`src/rtl/cdb_arbiter_pkg.sv`:
```
// Shared project types for the completion data bus: ROB geometry, the CDB packet
// and the fixed mapping of execution units onto arbiter request lines.
package cdb_arbiter_pkg;

  localparam int ROBSZ = 32;
  localparam int RBW   = $clog2(ROBSZ);

  typedef struct packed {
    logic           en;
    logic [RBW-1:0] idx;
    logic           exc;
  } Cdb_pkt_t;

  localparam int UNIT_ALU0 = 0;
  localparam int UNIT_ALU1 = 1;
  localparam int UNIT_MUL  = 2;
  localparam int UNIT_LSU  = 3;
  localparam int UNIT_BRU  = 4;
  localparam int UNIT_CSR  = 5;
  localparam int NUM_UNITS = 6;

endpackage

```
`src/rtl/cdb_arbiter_if.sv`:
```
// Request/grant and broadcast bundle between the execution units, the CDB arbiter
// and the ROB/reservation-station side.
interface cdb_arbiter_if #(
  parameter int NREQ = 6,
  parameter int NCDB = 4
);
  import cdb_arbiter_pkg::*;

  logic     [NREQ-1:0] req_valid;
  Cdb_pkt_t [NREQ-1:0] req_pkt;
  logic     [NREQ-1:0] req_ready;
  logic                flush;
  Cdb_pkt_t [NCDB-1:0] cdb_pkt;
  logic     [15:0]     stall_cnt;

  modport master (
    output req_valid, req_pkt, flush,
    input  req_ready, cdb_pkt, stall_cnt
  );

  modport slave (
    input  req_valid, req_pkt, flush,
    output req_ready, cdb_pkt, stall_cnt
  );

endinterface

```
`src/rtl/cdb_arbiter_rr_pick.sv`:
```
// Round-robin finder: first set bit of mask at or after start, wrapping at N.
// Purely combinational; no state, no backpressure.
module rr_pick #(
  parameter int N  = 6,
  parameter int PW = $clog2(N)
) (
  input  logic [N-1:0]  mask,
  input  logic [PW-1:0] start,
  output logic          found,
  output logic [PW-1:0] sel
);

  // Scan from the far end so the position nearest start is written last and wins.
  always_comb begin
    found = 1'b0;
    sel   = '0;
    for (int k = N - 1; k >= 0; k--) begin
      if (mask[(int'(start) + k) % N]) begin
        found = 1'b1;
        sel   = PW'((int'(start) + k) % N);
      end
    end
  end

endmodule

```
`src/rtl/cdb_arbiter.sv`:
```
// Grants up to NCDB unit completions per cycle (exceptions first, round-robin) onto a registered CDB.
// Grant to broadcast is one cycle; req_ready is the only backpressure and drops to zero on flush or reset.
module cdb_arbiter
  import cdb_arbiter_pkg::*;
#(
  parameter int NREQ = NUM_UNITS,
  parameter int NCDB = 4
) (
  input logic         clk,
  input logic         rst_n,
  cdb_arbiter_if.slave bus
);

  localparam int PW = $clog2(NREQ);

  logic     [PW-1:0]             rr_ptr;
  logic     [PW-1:0]             rr_d;
  logic     [NREQ-1:0]           exc_vec;
  logic     [NREQ-1:0]           base_mask;
  logic     [NREQ-1:0]           ready;
  logic     [NCDB-1:0]           slot_found;
  logic     [NCDB-1:0][PW-1:0]   slot_sel;
  logic     [NCDB-1:0][NREQ-1:0] slot_gnt;
  Cdb_pkt_t [NCDB-1:0]           cdb_q;
  Cdb_pkt_t [NCDB-1:0]           cdb_d;
  logic     [15:0]               stall_q;
  logic                          stall_hit;

  always_comb begin
    exc_vec = '0;
    for (int i = 0; i < NREQ; i++) begin
      exc_vec[i] = bus.req_pkt[i].exc;
    end
  end

  assign base_mask = (rst_n && !bus.flush) ? bus.req_valid : '0;

  // Each slot picks from whatever earlier slots left over; exception requests shadow the rest.
  for (genvar s = 0; s < NCDB; s++) begin : g_slot
    logic [NREQ-1:0] rem_in;
    logic [NREQ-1:0] rem_exc;
    logic [NREQ-1:0] pick_mask;
    logic [NREQ-1:0] gnt;
    logic [NREQ-1:0] rem_out;
    logic            found;
    logic [PW-1:0]   sel;

    if (s == 0) begin : g_first
      assign rem_in = base_mask;
    end else begin : g_next
      assign rem_in = g_slot[s-1].rem_out;
    end

    assign rem_exc   = rem_in & exc_vec;
    assign pick_mask = (|rem_exc) ? rem_exc : rem_in;

    rr_pick #(.N(NREQ), .PW(PW)) u_pick (
      .mask  (pick_mask),
      .start (rr_ptr),
      .found (found),
      .sel   (sel)
    );

    assign gnt     = found ? (NREQ'(1) << sel) : '0;
    assign rem_out = rem_in & ~gnt;

    assign slot_found[s] = found;
    assign slot_sel[s]   = sel;
    assign slot_gnt[s]   = gnt;
  end

  always_comb begin
    ready = '0;
    for (int s = 0; s < NCDB; s++) begin
      ready = ready | slot_gnt[s];
    end
  end

  assign bus.req_ready = ready;

  // Found slots are contiguous from 0, so the last one found is the last in grant order.
  always_comb begin
    cdb_d = '0;
    rr_d  = rr_ptr;
    for (int s = 0; s < NCDB; s++) begin
      if (slot_found[s]) begin
        cdb_d[s].en  = 1'b1;
        cdb_d[s].idx = bus.req_pkt[slot_sel[s]].idx;
        cdb_d[s].exc = bus.req_pkt[slot_sel[s]].exc;
        rr_d = (slot_sel[s] == PW'(NREQ - 1)) ? '0 : slot_sel[s] + PW'(1);
      end
    end
  end

  assign stall_hit = !bus.flush && |(bus.req_valid & ~ready);

  always_ff @(posedge clk or negedge rst_n) begin
    if (!rst_n) begin
      cdb_q   <= '0;
      rr_ptr  <= '0;
      stall_q <= '0;
    end else begin
      cdb_q  <= cdb_d;
      rr_ptr <= rr_d;
      if (stall_hit && stall_q != 16'hFFFF) begin
        stall_q <= stall_q + 16'd1;
      end
    end
  end

  // A flush also hides whatever was granted the cycle before it.
  always_comb begin
    bus.cdb_pkt = cdb_q;
    if (bus.flush) begin
      for (int s = 0; s < NCDB; s++) begin
        bus.cdb_pkt[s].en = 1'b0;
      end
    end
  end

  assign bus.stall_cnt = stall_q;

endmodule

```
`src/flat_wrapper.sv`:
```
// flat-port wrapper written by rule: the top's interface ports become plain ports
module cdb_arbiter_flat import cdb_arbiter_pkg::*;
#(
  parameter int NREQ = NUM_UNITS,
  parameter int NCDB = 4
)
  (clk, rst_n, bus_req_valid, bus_req_pkt, bus_flush, bus_req_ready, bus_cdb_pkt, bus_stall_cnt);
  cdb_arbiter_if #(.NREQ(NREQ), .NCDB(NCDB)) bus_i ();
  input logic clk;
  input logic rst_n;
  input wire logic [$bits(bus_i.req_valid)-1:0] bus_req_valid;
  input wire logic [$bits(bus_i.req_pkt)-1:0] bus_req_pkt;
  input wire logic [$bits(bus_i.flush)-1:0] bus_flush;
  output wire logic [$bits(bus_i.req_ready)-1:0] bus_req_ready;
  output wire logic [$bits(bus_i.cdb_pkt)-1:0] bus_cdb_pkt;
  output wire logic [$bits(bus_i.stall_cnt)-1:0] bus_stall_cnt;
  assign bus_i.req_valid = bus_req_valid;
  assign bus_i.req_pkt = bus_req_pkt;
  assign bus_i.flush = bus_flush;
  assign bus_req_ready = bus_i.req_ready;
  assign bus_cdb_pkt = bus_i.cdb_pkt;
  assign bus_stall_cnt = bus_i.stall_cnt;
  cdb_arbiter #(.NREQ(NREQ), .NCDB(NCDB)) u_core (.clk(clk), .rst_n(rst_n), .bus(bus_i));
endmodule
```
`config.mk`:
```
export PLATFORM = sky130hd
export DESIGN_NAME = cdb_arbiter_flat
export DESIGN_NICKNAME = d
export VERILOG_FILES = /design/src/rtl/cdb_arbiter_pkg.sv /design/src/rtl/cdb_arbiter_if.sv /design/src/rtl/cdb_arbiter_rr_pick.sv /design/src/rtl/cdb_arbiter.sv /design/src/flat_wrapper.sv
export SDC_FILE = /design/constraint.sdc
export NUM_CORES = 1
export LEC_CHECK = 0
export BUFFER_PORTS_ARGS = -buffer_cell sky130_fd_sc_hd__buf_2
export CORE_MARGIN = 10
export CORE_UTILIZATION = 40
export CTS_CLUSTER_SIZE = 10
export DETAILED_ROUTE_END_ITERATION = 7
export SYNTH_ARGS = -nofsm -noshare
export SYNTH_HDL_FRONTEND = slang
export SYNTH_SLANG_ARGS = --single-unit
```
`constraint.sdc`:
```
create_clock -name clk -period 14.9 [get_ports clk]
set_clock_uncertainty 0.2 [all_clocks]
set_input_delay 0.745 -clock clk [delete_from_list [all_inputs] [get_ports clk]]
set_output_delay 0.745 -clock clk [all_outputs]
set_load 0.02 [all_outputs]
```
# After elaboration in Yosys (flattened, before gate mapping)

Index checks and enable logic that the tools add are counted.

Add/sub/neg operators: 10
Multiply operators: 0
Divide/modulo/power cells: 6
Order comparisons: 10
Equal/unequal tests: 5
Shift operators: 4
Mux-type cells: 153
Bitwise gates (word level): 15
Reduce and logical (&&, ||, !) cells: 10

Operator list:

| kind                  | number |
|---|---|
| $lt 32x5->1 const B   | 6 |
| $mod 32x4->32 const B | 5 |
| $mux 3                | 32 |
| $bmux 7 s3            | 4 |
| $mux 6                | 13 |
| $mux 1                | 76 |
| $bmux 1 s3            | 24 |
| $and 6x6->6           | 8 |
| $mod 4x4->32 const B  | 1 |
| $reduce_or 6->1       | 5 |
| $mux 7                | 4 |
| $not 6->6             | 4 |
| $shl 1x3->6 const A   | 4 |
| $or 6x6->6            | 3 |
| $add 16x1->16 const B | 1 |
| $lt 3x4->1 const B    | 4 |
| $ne 16x16->1 const B  | 1 |
| $add 3x1->3 const B   | 4 |
| $eq 3x3->1 const B    | 4 |
| $add 3x2->4 const B   | 2 |
| $add 3x3->4 const B   | 2 |
| $add 3x1->4 const B   | 1 |
| $reduce_bool 4->1     | 1 |
| $logic_and 1x1->1     | 3 |
| $logic_not 1->1       | 1 |

Register bits: 47
Latch bits: 0
Memory bits (writable): 0
ROM bits: 0
Input port bits: 51
Output and inout port bits: 50
Word-level logic and storage cells: 227
Memories kept: 0

# Longest topological paths before layout

Gate-level depths: netlist of run 1.

Depth in word-level cells: 71
Depth in mapped cells: 65
Gate-level depth less buffers: 51

# Hierarchy

A second synthesis of run 1 with hierarchy kept.

Cell total of the unflattened synthesis: 1,049
Area total of the unflattened synthesis: 8,705.8 µm²

Modules (own cells, without submodules):

| module      | instances | cells each | area an instance (µm²) | seq. area each (µm²) |
|---|---|---|---|---|
| rr_pick     | 4         | 152        | 1,123.6                | 0.0 |
| cdb_arbiter | 1         | 441        | 4,211.5                | 1,176.1 |

# Worst setup path after synthesis of run 1

OpenSTA, ideal clock, no wires.

Kind: reg-to-reg
Start: reg u_core.rr_ptr[0]
End: reg u_core.stall_q[11], in the netlist u_core.bus.stall_cnt[11]
Setup time: 0.129 ns
Data arrival time: 13.193 ns
Data required time: 14.571 ns
Setup slack: 1.378 ns
Stages on the path, launching flop included: 63
Buffers on the path: 14
Clock period less this slack: 13.522 ns
Cells stage by stage: dfrtp_1 -> buf_4 -> inv_4 -> buf_6 -> buf_6 -> buf_6 -> buf_6 -> buf_6 -> ha_1 -> xor2_2 -> inv_2 -> ha_1 -> nor2b_1 -> a211o_1 -> o221ai_2 -> a32o_1 -> or4_1 -> a211oi_2 -> (+27 left out) -> or2b_1 -> and3_4 -> a32o_1 -> a32o_1 -> a222oi_1 -> o21ai_0 -> o21ai_1 -> nand2_2 -> buf_2 -> buf_2 -> and2_1 -> ha_1 -> a211o_1 -> or2_1 -> a21oi_4 -> buf_6 -> o2111ai_1 -> xnor2_1

Word-level cells in the longest chain between the ends: 67
Elaborated cells between the ends (all ways): 162

RTL lines:

| what                                      | RTL line                                             | text |
|---|---|---|
| start: declaration                        | cdb_arbiter.sv:16                                    | `logic [PW-1:0] rr_ptr;` |
| start signal: assignment                  | cdb_arbiter.sv:104                                   | `rr_ptr <= rr_d;` |
| $add 3x3->4                               | cdb_arbiter_rr_pick.sv:18, cdb_arbiter_rr_pick.sv:20 |  |
| $mod 32x4->32                             | cdb_arbiter_rr_pick.sv:18, cdb_arbiter_rr_pick.sv:20 |  |
| $bmux 1 s3                                | cdb_arbiter_rr_pick.sv:18                            | `if (mask[(int'(start) + k) % N]) begin` |
| $mux 1 (implied by the code) (2 in a row) | cdb_arbiter_rr_pick.sv:18                            |  |
| $mux 3 (6 in a row)                       | cdb_arbiter_rr_pick.sv:18                            |  |
| $shl 1x3->6                               | cdb_arbiter.sv:64                                    | `assign gnt = found ? (NREQ'(1) << sel) : '0;` |
| $mux 6                                    | cdb_arbiter.sv:64                                    |  |
| $not 6->6                                 | cdb_arbiter.sv:65                                    | `assign rem_out = rem_in & ~gnt;` |
| (+46 left out)                            | n/a                                                  |  |
| $mux 6                                    | cdb_arbiter.sv:64                                    |  |
| $or 6x6->6 (*)                            | cdb_arbiter.sv:75                                    | `ready = ready \| slot_gnt[s];` |
| net bus_req_ready[3]                      | flat_wrapper.sv:14                                   | `output wire logic [$bits(bus_i.req_ready)-1:0] bus_req_ready;` |
| $not 6->6 (*)                             | cdb_arbiter.sv:95                                    | `assign stall_hit = !bus.flush && \|(bus.req_valid & ~ready);` |
| $and 6x6->6 (*)                           | cdb_arbiter.sv:95                                    |  |
| $reduce_or 6->1 (*)                       | cdb_arbiter.sv:95                                    |  |
| $logic_and 1x1->1 (*)                     | cdb_arbiter.sv:95                                    |  |
| $logic_and 1x1->1 (*)                     | cdb_arbiter.sv:105                                   | `if (stall_hit && stall_q != 16'hFFFF) begin` |
| end signal: assignment                    | cdb_arbiter.sv:106                                   | `stall_q <= stall_q + 16'd1;` |
| end: declaration                          | cdb_arbiter.sv:26                                    | `logic [15:0] stall_q;` |

Mark *: on every way through the listed nets, which the timed path passes. The rest lies on a longest branch. The select of a mux whose other input is x is not followed.
A chain may end at the register's enable or synchronous reset.

# Worst setup path after layout of run 1

Start: reg u_core.rr_ptr[1]
End: out bus_req_ready[0]

Word-level cells in the longest chain between the ends: 62
Elaborated cells between the ends (all ways): 157

RTL lines:

| what                                      | RTL line                                             | text |
|---|---|---|
| $add 3x3->4                               | cdb_arbiter_rr_pick.sv:18, cdb_arbiter_rr_pick.sv:20 |  |
| $mod 32x4->32                             | cdb_arbiter_rr_pick.sv:18, cdb_arbiter_rr_pick.sv:20 |  |
| $bmux 1 s3                                | cdb_arbiter_rr_pick.sv:18                            |  |
| $mux 1 (implied by the code) (2 in a row) | cdb_arbiter_rr_pick.sv:18                            |  |
| $mux 3 (6 in a row)                       | cdb_arbiter_rr_pick.sv:18                            |  |
| $shl 1x3->6                               | cdb_arbiter.sv:64                                    |  |
| $mux 6                                    | cdb_arbiter.sv:64                                    |  |
| $not 6->6                                 | cdb_arbiter.sv:65                                    |  |
| (+34 left out)                            | n/a                                                  |  |
| $reduce_or 6->1                           | cdb_arbiter.sv:55                                    | `assign pick_mask = (\|rem_exc) ? rem_exc : rem_in;` |
| $mux 6                                    | cdb_arbiter.sv:55                                    |  |
| $bmux 1 s3                                | cdb_arbiter_rr_pick.sv:18                            |  |
| $mux 1 (implied by the code) (2 in a row) | cdb_arbiter_rr_pick.sv:18                            |  |
| $mux 3 (6 in a row)                       | cdb_arbiter_rr_pick.sv:18                            |  |
| $shl 1x3->6                               | cdb_arbiter.sv:64                                    |  |
| $mux 6                                    | cdb_arbiter.sv:64                                    |  |
| $or 6x6->6 (*)                            | cdb_arbiter.sv:75                                    |  |
| end: declaration                          | flat_wrapper.sv:14                                   |  |

Every way passes the cells marked *; elsewhere a longest branch is shown, timed or not. The select of a mux whose other input is x is not followed.

==> impl_results.md, run 1 <==
* CTS tree: done
* WHS Endpoint: u_core.bus.stall_cnt[4]
* Tightest hold margin at 0.290 ns
* Final setup violation count at 0
* IO Port Bufs at 94
* CP startpoint kind: flop
* Die area at 0.0257 sq mm
* Total GRT Usage at 0.234
* CTS Buffer Depth at 2
* Starting Density at 0.405
* Worst endpoint data arrival time at 13.37 ns
* Placer Congestion at 1.04
* Slew @ Worst Pin at 0.896 ns
* Std cell rows at 51
* Final Hold Fails at 0
* Setup TNS at 0 ns
* Drt first pass iters at 6
* Vias per std cell at 6.74
* R2r endpoint: u_core.bus.stall_cnt[11]
* Crit path time final at 14.31 ns
* Root Buffer: clkbuf_16
* CP required at 13.95 ns
* Global route total overflow at 0
* Worst path bufs/invs at 7
* H-tree depth at 2
* Layout cell share with drive strength beyond 1 at 0.240
* Slowest stage delay, CP at 0.56 ns
* Top FF cell, synth: dfrtp_1
* Diode count at 0
* Fraction of registers with async set/reset at 1.00
* Drt first-iter violations at 1443
* Synth Warn # at 0
* Fill count at 2005
* Detailed Place HPWL at 24500 um
* Core area at 0.0194 sq mm
* WL final at 31900 um
* Via Count at 8896
* Reg2reg path depth at 51
* Die Width at 160 um
* Hold/Removal Path Class: reg2reg
* Crit path top cell by count: buf_4
* Utilization after layout at 0.445
* Global-route wire length before repair at 48900 um
* CTS sink count at 47
* Cts hold-fix bufs at 0
* Synth cell types at 131
* DRT antenna net count at 0
* Top Family by Delay on Critical Path: compound AO/OA/AOI/OAI gates
* Master of the slowest instance on the critical path: nor3_1
* Crit-path max FO at 22
* Max-cap violation count at 0
* Clock latency at the later pin of the worst-skew pair at 0.29 ns
* Max-slew violations at 0
* Pin count of the biggest net entering global routing at 67
* Initial antenna violation count at 0
* Hold depth at 1
* Crit. End Element: output port
* Total CTS buffers at 5
* Slew margin rel. at 0.397
* Syn Inst Count at 984
* Synth Area per Inst at 7.99 sq um
* Most frequent cells in the layout: nand2_1 (107), buf_2 (94), nor2_1 (66)
* Post-Syn Area at 0.00786 sq mm
* Yosys reg bits at 47
* Kind of critical path: reg2out
* Status: completed
* Wire per inst at 24.2 um
* Commonest non-fill, non-tap cell in the layout: nand2_1
* Syn-to-layout area delta at 9.79%
* Vias in the first global route at 8295
* RSZ-0062 raised after global routing: no
* Period utilisation layout at 0.961
* Final net count at 1123
* Setup slack, reg-to-reg at 0.86 ns
* # DRC at 0
* Number of synthesized flops with an enable pin at 0
* R2R Path Start: u_core.rr_ptr[1]
* I/O pins at 101
* Fmax at 69.9 MHz
* Die height at 160 um
* Register area share after synthesis at 0.150
* Clk pin slew, worst setup/hold paths at 0.07 ns
* Worst min-delay path startpoint: u_core.bus.stall_cnt[4]
* Syn nets at 1054
[cell type report]
class | count | area [sq um] | share of cell area
inverter | 21 | 83.8 | 0.00971
multi-input combinational | 839 | 6060 | 0.702
tap | 265 | 332 | 0.0384
timing repair buffer | 139 | 808 | 0.0936
sequential | 47 | 1180 | 0.137
clock inverter | 2 | 37.5 | 0.00435
clock buffer | 6 | 129 | 0.0149
[timing repair]
item                                   in CTS  in global routing
setup endpoints to repair                   0                 25
buffers inserted                            0                  1
resized for setup                           0                  2
endpoints found under the hold margin       0                  0
[registers in the layout, summed over array words and instances, names as in the netlist]
register,cells
u_core.bus.cdb_pkt,24
u_core.bus.stall_cnt,16
u_core.rr_ptr,3
u_core.cdb_q,4
[how the worst max path moves through the flow]
stage,from,end,slack (ns),depth (start not counted)
6_report,u_core.rr_ptr[1],bus_req_ready[0],0.59,46
5_1_grt,u_core.rr_ptr[1],bus_req_ready[0],0.06,47
4_1_cts,u_core.rr_ptr[2],bus_req_ready[0],0.50,43
3_5_place_dp,u_core.rr_ptr[2],u_core.bus.stall_cnt[11],0.85,49
3_3_place_gp,u_core.rr_ptr[2],bus_req_ready[0],0.81,43
2_1_floorplan,u_core.rr_ptr[0],u_core.bus.stall_cnt[11],1.38,62
[worst reg2reg max path: cells and delay by family, from the launching register on]
kind	cells	cell delay, ns
AOI/OAI and AO/OA	26	7.11
xor gates and xnor gates	1	0.15
adders and majority gates	5	1.30
buffers and inverters	6	1.32
DFF	1	0.45
and+or+nand+nor	13	3.38
[cell families after synthesis]
group / count (synthesis) / synth area share
flops: 47 / 0.150
simple gates: 392 / 0.268
buf+inv: 98 / 0.0800
xor+xnor: 20 / 0.0256
mux: 70 / 0.102
compound gates: 338 / 0.344
fa+ha+maj: 19 / 0.0302
[metal layers]
metal / share of wire / global-route usage
met2: 0.43 / 0.351
met3: 0.10 / 0.0530
met1: 0.42 / 0.318
met4: 0.041 / 0.0897
met5: 0 / 0
[stage by stage]
step | std cells | cell area [sq um] | worst slack (ns)
floorplan | 984 | 7860 | 1.38
global placement | 1310 | 8450 | 0.808
detailed placement | 1310 | 8450 | 0.848
CTS | 1318 | 8620 | 0.497
global route | 1319 | 8630 | 0.0632
finish | 1319 | 8630 | 0.588
[cell usage after synthesis (6+ instances only)]
cell	number	area share
nand2_1	107	0.051
nor2_1	66	0.032
a21oi_1	50	0.032
dfrtp_1	47	0.15
mux2i_1	44	0.056
nand3_1	42	0.027
buf_4	34	0.032
o21ai_0	33	0.021
and2_1	27	0.021
nor3_1	27	0.017
ha_1	19	0.030
mux2_2	19	0.027
a211oi_1	18	0.017
o211ai_1	18	0.017
xnor2_1	18	0.020
a311oi_1	17	0.019
a21o_1	16	0.015
a31oi_1	16	0.013
inv_1	13	0.0062
nand4_1	13	0.010
buf_2	12	0.0076
buf_6	12	0.017
a221oi_1	11	0.012
a32o_1	11	0.014
clkbuf_1	10	0.0048
o2111ai_1	10	0.011
or3_1	10	0.0080
and3_1	9	0.0072
nand4b_1	9	0.010
o21ai_1	9	0.0057
a211o_1	8	0.0089
nor2b_1	8	0.0064
nor4_1	7	0.0056
o221ai_1	7	0.0078
o22ai_1	7	0.0056
a32oi_1	6	0.0067
inv_2	6	0.0029
mux4_2	6	0.017
o21bai_1	6	0.0057
Power of run 1 is not shown: default switching activity piles up to over one toggle a cycle in this logic, so the estimate is an artifact.
==> inputs of run 2 (changes only) <==
--- a/config.mk
+++ b/config.mk
@@ -7,9 +7,11 @@
 export LEC_CHECK = 0
 export BUFFER_PORTS_ARGS = -buffer_cell sky130_fd_sc_hd__buf_2
 export CORE_MARGIN = 10
-export CORE_UTILIZATION = 40
+export CORE_UTILIZATION = 55
 export CTS_CLUSTER_SIZE = 10
 export DETAILED_ROUTE_END_ITERATION = 7
+export PLACE_DENSITY = 0.79
+export RECOVER_POWER = 25
 export SYNTH_ARGS = -nofsm -noshare
 export SYNTH_HDL_FRONTEND = slang
 export SYNTH_SLANG_ARGS = --single-unit
==> constraint.sdc (replaced) <==
create_clock -name clk -period 12.4 [get_ports clk]
set_clock_uncertainty 0.2 [all_clocks]
set_input_delay 0.62 -clock clk [delete_from_list [all_inputs] [get_ports clk]]
set_output_delay 0.62 -clock clk [all_outputs]
set_load 0.02 [all_outputs]
==> impl_results.md, run 2 (synthesis results as in run 1) <==
* Status: finished, violations left (was completed)
* Failing checks: capacitance limit, slew limit
* DRT antenna net count at 0 (unchanged)
* Final Hold Fails at 0 (unchanged)
* Clk pin slew, worst setup/hold paths at 0.07 ns (about the same)
* Root Buffer: clkbuf_16 (unchanged)
* Detailed Place HPWL at 24500 um (about the same)
* Global route total overflow at 0 (unchanged)
* I/O pins at 101 (unchanged)
* Crit path top cell by count: buf_4 (unchanged)
* H-tree depth at 2 (unchanged)
* Drt first pass iters at 8 (was 6)
* Fill count at 1145 (was 2005)
* Clock latency at the later pin of the worst-skew pair at 0.30 ns (was 0.29 ns)
* WL final at 32200 um (was 31900 um)
* Kind of critical path: reg2out (unchanged)
* Pin count of the biggest net entering global routing at 67 (unchanged)
* CTS Buffer Depth at 2 (unchanged)
* Top Family by Delay on Critical Path: compound AO/OA/AOI/OAI gates (unchanged)
* Master of the slowest instance on the critical path: dfrtp_2 (was nor3_1)
* Diode count at 0 (unchanged)
* Cts hold-fix bufs at 0 (unchanged)
* Multi-input gate area at 0.00663 sq mm (was 0.00606 sq mm)
* Final net count at 1192 (was 1123)
* Global-route wire length before repair at 48500 um (was 48900 um)
* Period utilisation layout at 0.982
* Fmax at 82.1 MHz
* CTS tree: done (unchanged)
* Hold/Removal Path Class: reg2reg (unchanged)
* Most frequent cells in the layout: buf_4 (109), nand2_1 (106), buf_2 (93) (was nand2_1 (107), buf_2 (94), nor2_1 (66))
* Wire per inst at 24.7 um (was 24.2 um)
* Worst endpoint data arrival time at 11.35 ns (was 13.37 ns)
* CP startpoint kind: flop (unchanged)
* Layout cell share with drive strength beyond 1 at 0.341 (was 0.240)
* Crit. End Element: output port (unchanged)
* Slew margin rel. at -0.728 (was 0.397)
* Total CTS buffers at 5 (unchanged)
* IO Port Bufs at 94 (unchanged)
* Slowest stage delay, CP at 0.47 ns (was 0.56 ns)
* Final setup violation count at 0 (unchanged)
* Starting Density at 0.564 (was 0.405)
* Std cell rows at 43 (was 51)
* Total GRT Usage at 0.302 (was 0.234)
* Max-slew violations at 48 (was 0)
* CP required at 11.58 ns (was 13.95 ns)
* Setup TNS at 0 ns (unchanged)
* Vias in the first global route at 8403 (was 8295)
* Max-cap violation count at 1 (was 0)
* CTS sink count at 47 (unchanged)
* Drt first-iter violations at 1427 (was 1443)
* Crit path time final at 12.17 ns
* Die height at 140 um (was 160 um)
* Commonest non-fill, non-tap cell in the layout: buf_4 (was nand2_1)
* Slew @ Worst Pin at 2.59 ns (was 0.896 ns)
* Placer Congestion at 1.06 (was 1.04)
* Max FFs per register at 24 (unchanged)
* Reg area at 0.00118 sq mm (unchanged)
* Syn-to-layout area delta at 22.5% (was 9.79%)
* Core area at 0.0139 sq mm (was 0.0194 sq mm)
* Via Count at 9367 (was 8896)
* Initial antenna violation count at 0 (unchanged)
* Die Width at 140 um (was 160 um)
* # DRC at 0 (unchanged)
* Crit-path max FO at 11 (was 22)
* Worst path bufs/invs at 7 (unchanged)
* Vias per std cell at 7.19 (was 6.74)
* Die area at 0.0195 sq mm (was 0.0257 sq mm)
## run 2: cell count changes in the layout (fill, tap and decap cells not counted), sizes merged
cell | previous run | this run
buf | 139 | 206
clkbuf | 6 | 7
clkinv | 0 | 1
clkinvlp | 1 | 0
inv | 21 | 22
## run 2: layout make-up
cell class	count	area share
Clock buffer	5	0.0130
Sequential cell	47	0.122
Timing Repair Buffer	208	0.140
Inverter	21	0.00870
Multi-Input combinational cell	839	0.688
Clock inverter	3	0.00493
Tap cell	180	0.0234
## run 2: repair_timing
item / 4_1_cts / 5_1_grt
cloned: 0 / 0
pin swaps: 0 / 28
resized for setup: 10 / 64
buffers inserted: 0 / 21
endpoints found under the setup margin: 5 / 28
## run 2: path summary, 6_finish.rpt
kind | start | endpoint | slack [ns] | cells past startpoint
min | u_core.bus.stall_cnt[7] | u_core.bus.stall_cnt[7] | 0.29 | 1
max in group asynchronous | rst_n | u_core.rr_ptr[1] | 9.08 | 2
max | u_core.rr_ptr[1] | bus_req_ready[3] | 0.23 | 45
min reg2reg | u_core.bus.stall_cnt[7] | u_core.bus.stall_cnt[7] | 0.29 | 1
max reg2reg | u_core.rr_ptr[1] | u_core.bus.stall_cnt[13] | 0.39 | 48
min in group asynchronous | rst_n | u_core.bus.stall_cnt[7] | 1.26 | 2
## run 2: routing by layer
layer,vias up,track usage,part of all wire
li1,4106,-,-
met1,4451,0.410,0.40
met3,100,0.0810,0.13
met5,-,0,0
met2,710,0.455,0.43
met4,0,0.0897,0.042
## run 2: metrics by stage
stage                     utilization  hold slack, ns  instance area [sq um]  instances  worst slack [ns]
final                           0.691           0.288                   9640       1303             0.225
after global routing            0.691           0.310                   9640       1303           -0.0932
after CTS                       0.653           0.291                   9100       1282            0.0108
after detailed placement        0.637           0.274                   8880       1274            0.0800
after global placement          0.637           0.272                   8880       1274             0.253
after floorplan                     -           0.124                   8070        984           0.00851
Power of run 2 is left out for the same reason.
==> inputs of run 3 (changes only) <==
--- a/config.mk
+++ b/config.mk
@@ -6,12 +6,15 @@
 export NUM_CORES = 1
 export LEC_CHECK = 0
 export BUFFER_PORTS_ARGS = -buffer_cell sky130_fd_sc_hd__buf_2
+export CELL_PAD_IN_SITES_DETAIL_PLACEMENT = 1
+export CELL_PAD_IN_SITES_GLOBAL_PLACEMENT = 1
 export CORE_MARGIN = 10
-export CORE_UTILIZATION = 55
+export CORE_UTILIZATION = 41
 export CTS_CLUSTER_SIZE = 10
 export DETAILED_ROUTE_END_ITERATION = 7
-export PLACE_DENSITY = 0.79
+export PLACE_DENSITY_LB_ADDON = 0.08
 export RECOVER_POWER = 25
+export SKIP_CTS_REPAIR_TIMING = 1
 export SYNTH_ARGS = -nofsm -noshare
 export SYNTH_HDL_FRONTEND = slang
 export SYNTH_SLANG_ARGS = --single-unit
==> impl_results.md, run 3 (synthesis results as in run 1) <==
* Hold depth at 1 (unchanged)
* Status: finished, violations left (unchanged)
* Vias in the first global route at 9016 (was 8403)
* Max-cap violation count at 1 (unchanged)
* Hold/Removal Path Class: reg2reg (unchanged)
* Clk pin slew, worst setup/hold paths at 0.07 ns (about the same)
* Commonest non-fill, non-tap cell in the layout: buf_4 (unchanged)
* Wire per inst at 26.7 um (was 24.7 um)
* Reg area at 0.00118 sq mm (unchanged)
* CP startpoint: u_core.rr_ptr[1] (unchanged)
* Drt first-iter violations at 857 (was 1427)
* Drt first pass iters at 5 (was 8)
* Final Hold Fails at 0 (unchanged)
* Global-route wire length before repair at 54400 um (was 48500 um)
* Kind of critical path: reg2out (unchanged)
* Die area at 0.0251 sq mm (was 0.0195 sq mm)
* Die height at 158 um (was 140 um)
* Multi-input gate area at 0.00671 sq mm (was 0.00663 sq mm)
* Via Count at 9270 (was 9367)
* Slowest stage delay, CP at 0.58 ns (was 0.47 ns)
* Fmax at 82.0 MHz (was 82.1 MHz)
* Failing checks: capacitance limit, slew limit (unchanged)
* Vias per std cell at 6.74 (was 7.19)
* Max FFs per register at 24 (unchanged)
* Starting Density at 0.419 (was 0.564)
* Fill count at 2304 (was 1145)
* Total CTS buffers at 5 (unchanged)
* Crit path time final at 12.19 ns (was 12.17 ns)
* Final net count at 1211 (was 1192)
* Setup TNS at 0 ns (unchanged)
* Period utilisation layout at 0.983 (was 0.982)
* Core area at 0.0188 sq mm (was 0.0139 sq mm)
* Crit path top cell by count: buf_4 (unchanged)
* Diode count at 0 (unchanged)
* Syn-to-layout area delta at 26.2% (was 22.5%)
* Layout cell share with drive strength beyond 1 at 0.356 (was 0.341)
* Std cell rows at 50 (was 43)
* Master of the slowest instance on the critical path: or4_1 (was dfrtp_2)
* Setup slack, reg-to-reg at 0.24 ns (was 0.39 ns)
* Clock latency at the later pin of the worst-skew pair at 0.29 ns (was 0.30 ns)
* Global route total overflow at 0 (unchanged)
* R2R Path Start: u_core.rr_ptr[1] (unchanged)
* I/O pins at 101 (unchanged)
* DRT antenna net count at 0 (unchanged)
* Slew margin rel. at -0.778 (was -0.728)
* H-tree depth at 2 (unchanged)
* Pin count of the biggest net entering global routing at 48 (was 67)
* WHS Endpoint: u_core.bus.stall_cnt[13] (was u_core.bus.stall_cnt[7])
* Worst min-delay path startpoint: u_core.bus.stall_cnt[13] (was u_core.bus.stall_cnt[7])
* Worst endpoint data arrival time at 11.37 ns (was 11.35 ns)
* CP startpoint kind: flop (unchanged)
* Total GRT Usage at 0.277 (was 0.302)
* # DRC at 0 (unchanged)
* Root Buffer: clkbuf_16 (unchanged)
* Placer Congestion at 0.965 (was 1.06)
* Die Width at 158 um (was 140 um)
* Detailed Place HPWL at 28600 um (was 24500 um)
* Most frequent cells in the layout: buf_4 (128), nand2_1 (105), buf_2 (93) (was buf_4 (109), nand2_1 (106), buf_2 (93))
* R2r endpoint: u_core.bus.stall_cnt[7] (was u_core.bus.stall_cnt[13])
* Slew @ Worst Pin at 2.67 ns (was 2.59 ns)
* Reg2reg path depth at 51 (was 48)
* Final setup violation count at 0 (unchanged)
* CTS sink count at 47 (unchanged)
* Initial antenna violation count at 0 (unchanged)
* Crit-path max FO at 14 (was 11)
* WL final at 36700 um (was 32200 um)
* CP required at 11.58 ns (about the same)
* Crit. End Element: output port (unchanged)
* CTS Buffer Depth at 2 (unchanged)
* Max-slew violations at 48 (unchanged)
* IO Port Bufs at 94 (unchanged)
* CTS tree: done (unchanged)
## run 3: cell types whose count changed in the layout (fill, tap and decap cells not counted), sizes merged
cell	before	now
clkbuf	7	8
clkinv	1	0
buf	206	225
## run 3: routing by layer
metal | track usage | up-vias | wire, um
met3 | 0.0283 | 56 | 2610
met5 | 0 | - | 0
li1 | - | 4140 | -
met1 | 0.401 | 4693 | 16500
met2 | 0.435 | 381 | 16600
met4 | 0.0547 | 0 | 989
## run 3: worst max path at each step
stage / end / slack, ns / cells after the start
final: bus_req_ready[3] / 0.21 / 47
after global routing: u_core.bus.stall_cnt[4] / -0.13 / 53
after CTS: bus_req_ready[3] / -0.27 / 47
after detailed placement: u_core.bus.stall_cnt[7] / -0.15 / 51
after global placement: u_core.bus.stall_cnt[9] / -0.07 / 52
after floorplan: u_core.bus.stall_cnt[11] / 0.009 / 62
## run 3: critical path, delay by kind of cell, from the launching register on
family	cells	cell delay [ns]
compound gates	19	4.81
simple gates	17	3.52
buf+inv	6	1.21
fa+ha+maj	5	1.06
flops	1	0.49
## run 3: final cells by class
class,instances,share of cell area
multi-input combinational,839,0.676
timing repair buffer,227,0.150
sequential,47,0.119
tap,234,0.0295
clock buffer,6,0.0140
inverter,21,0.00845
clock inverter,2,0.00391
## run 3: metrics by stage
stage	cell area [sq um]	hold slack (ns)	setup slack (ns)	utilization	cells
floorplan	8070	0.124	0.00851	-	984
global placement	9090	0.271	-0.0667	0.485	1348
detailed placement	9090	0.282	-0.145	0.485	1348
CTS	9270	0.293	-0.267	0.494	1356
global route	9930	0.316	-0.127	0.529	1376
finish	9930	0.285	0.208	0.529	1376
Power of run 3 is left out for the same reason.
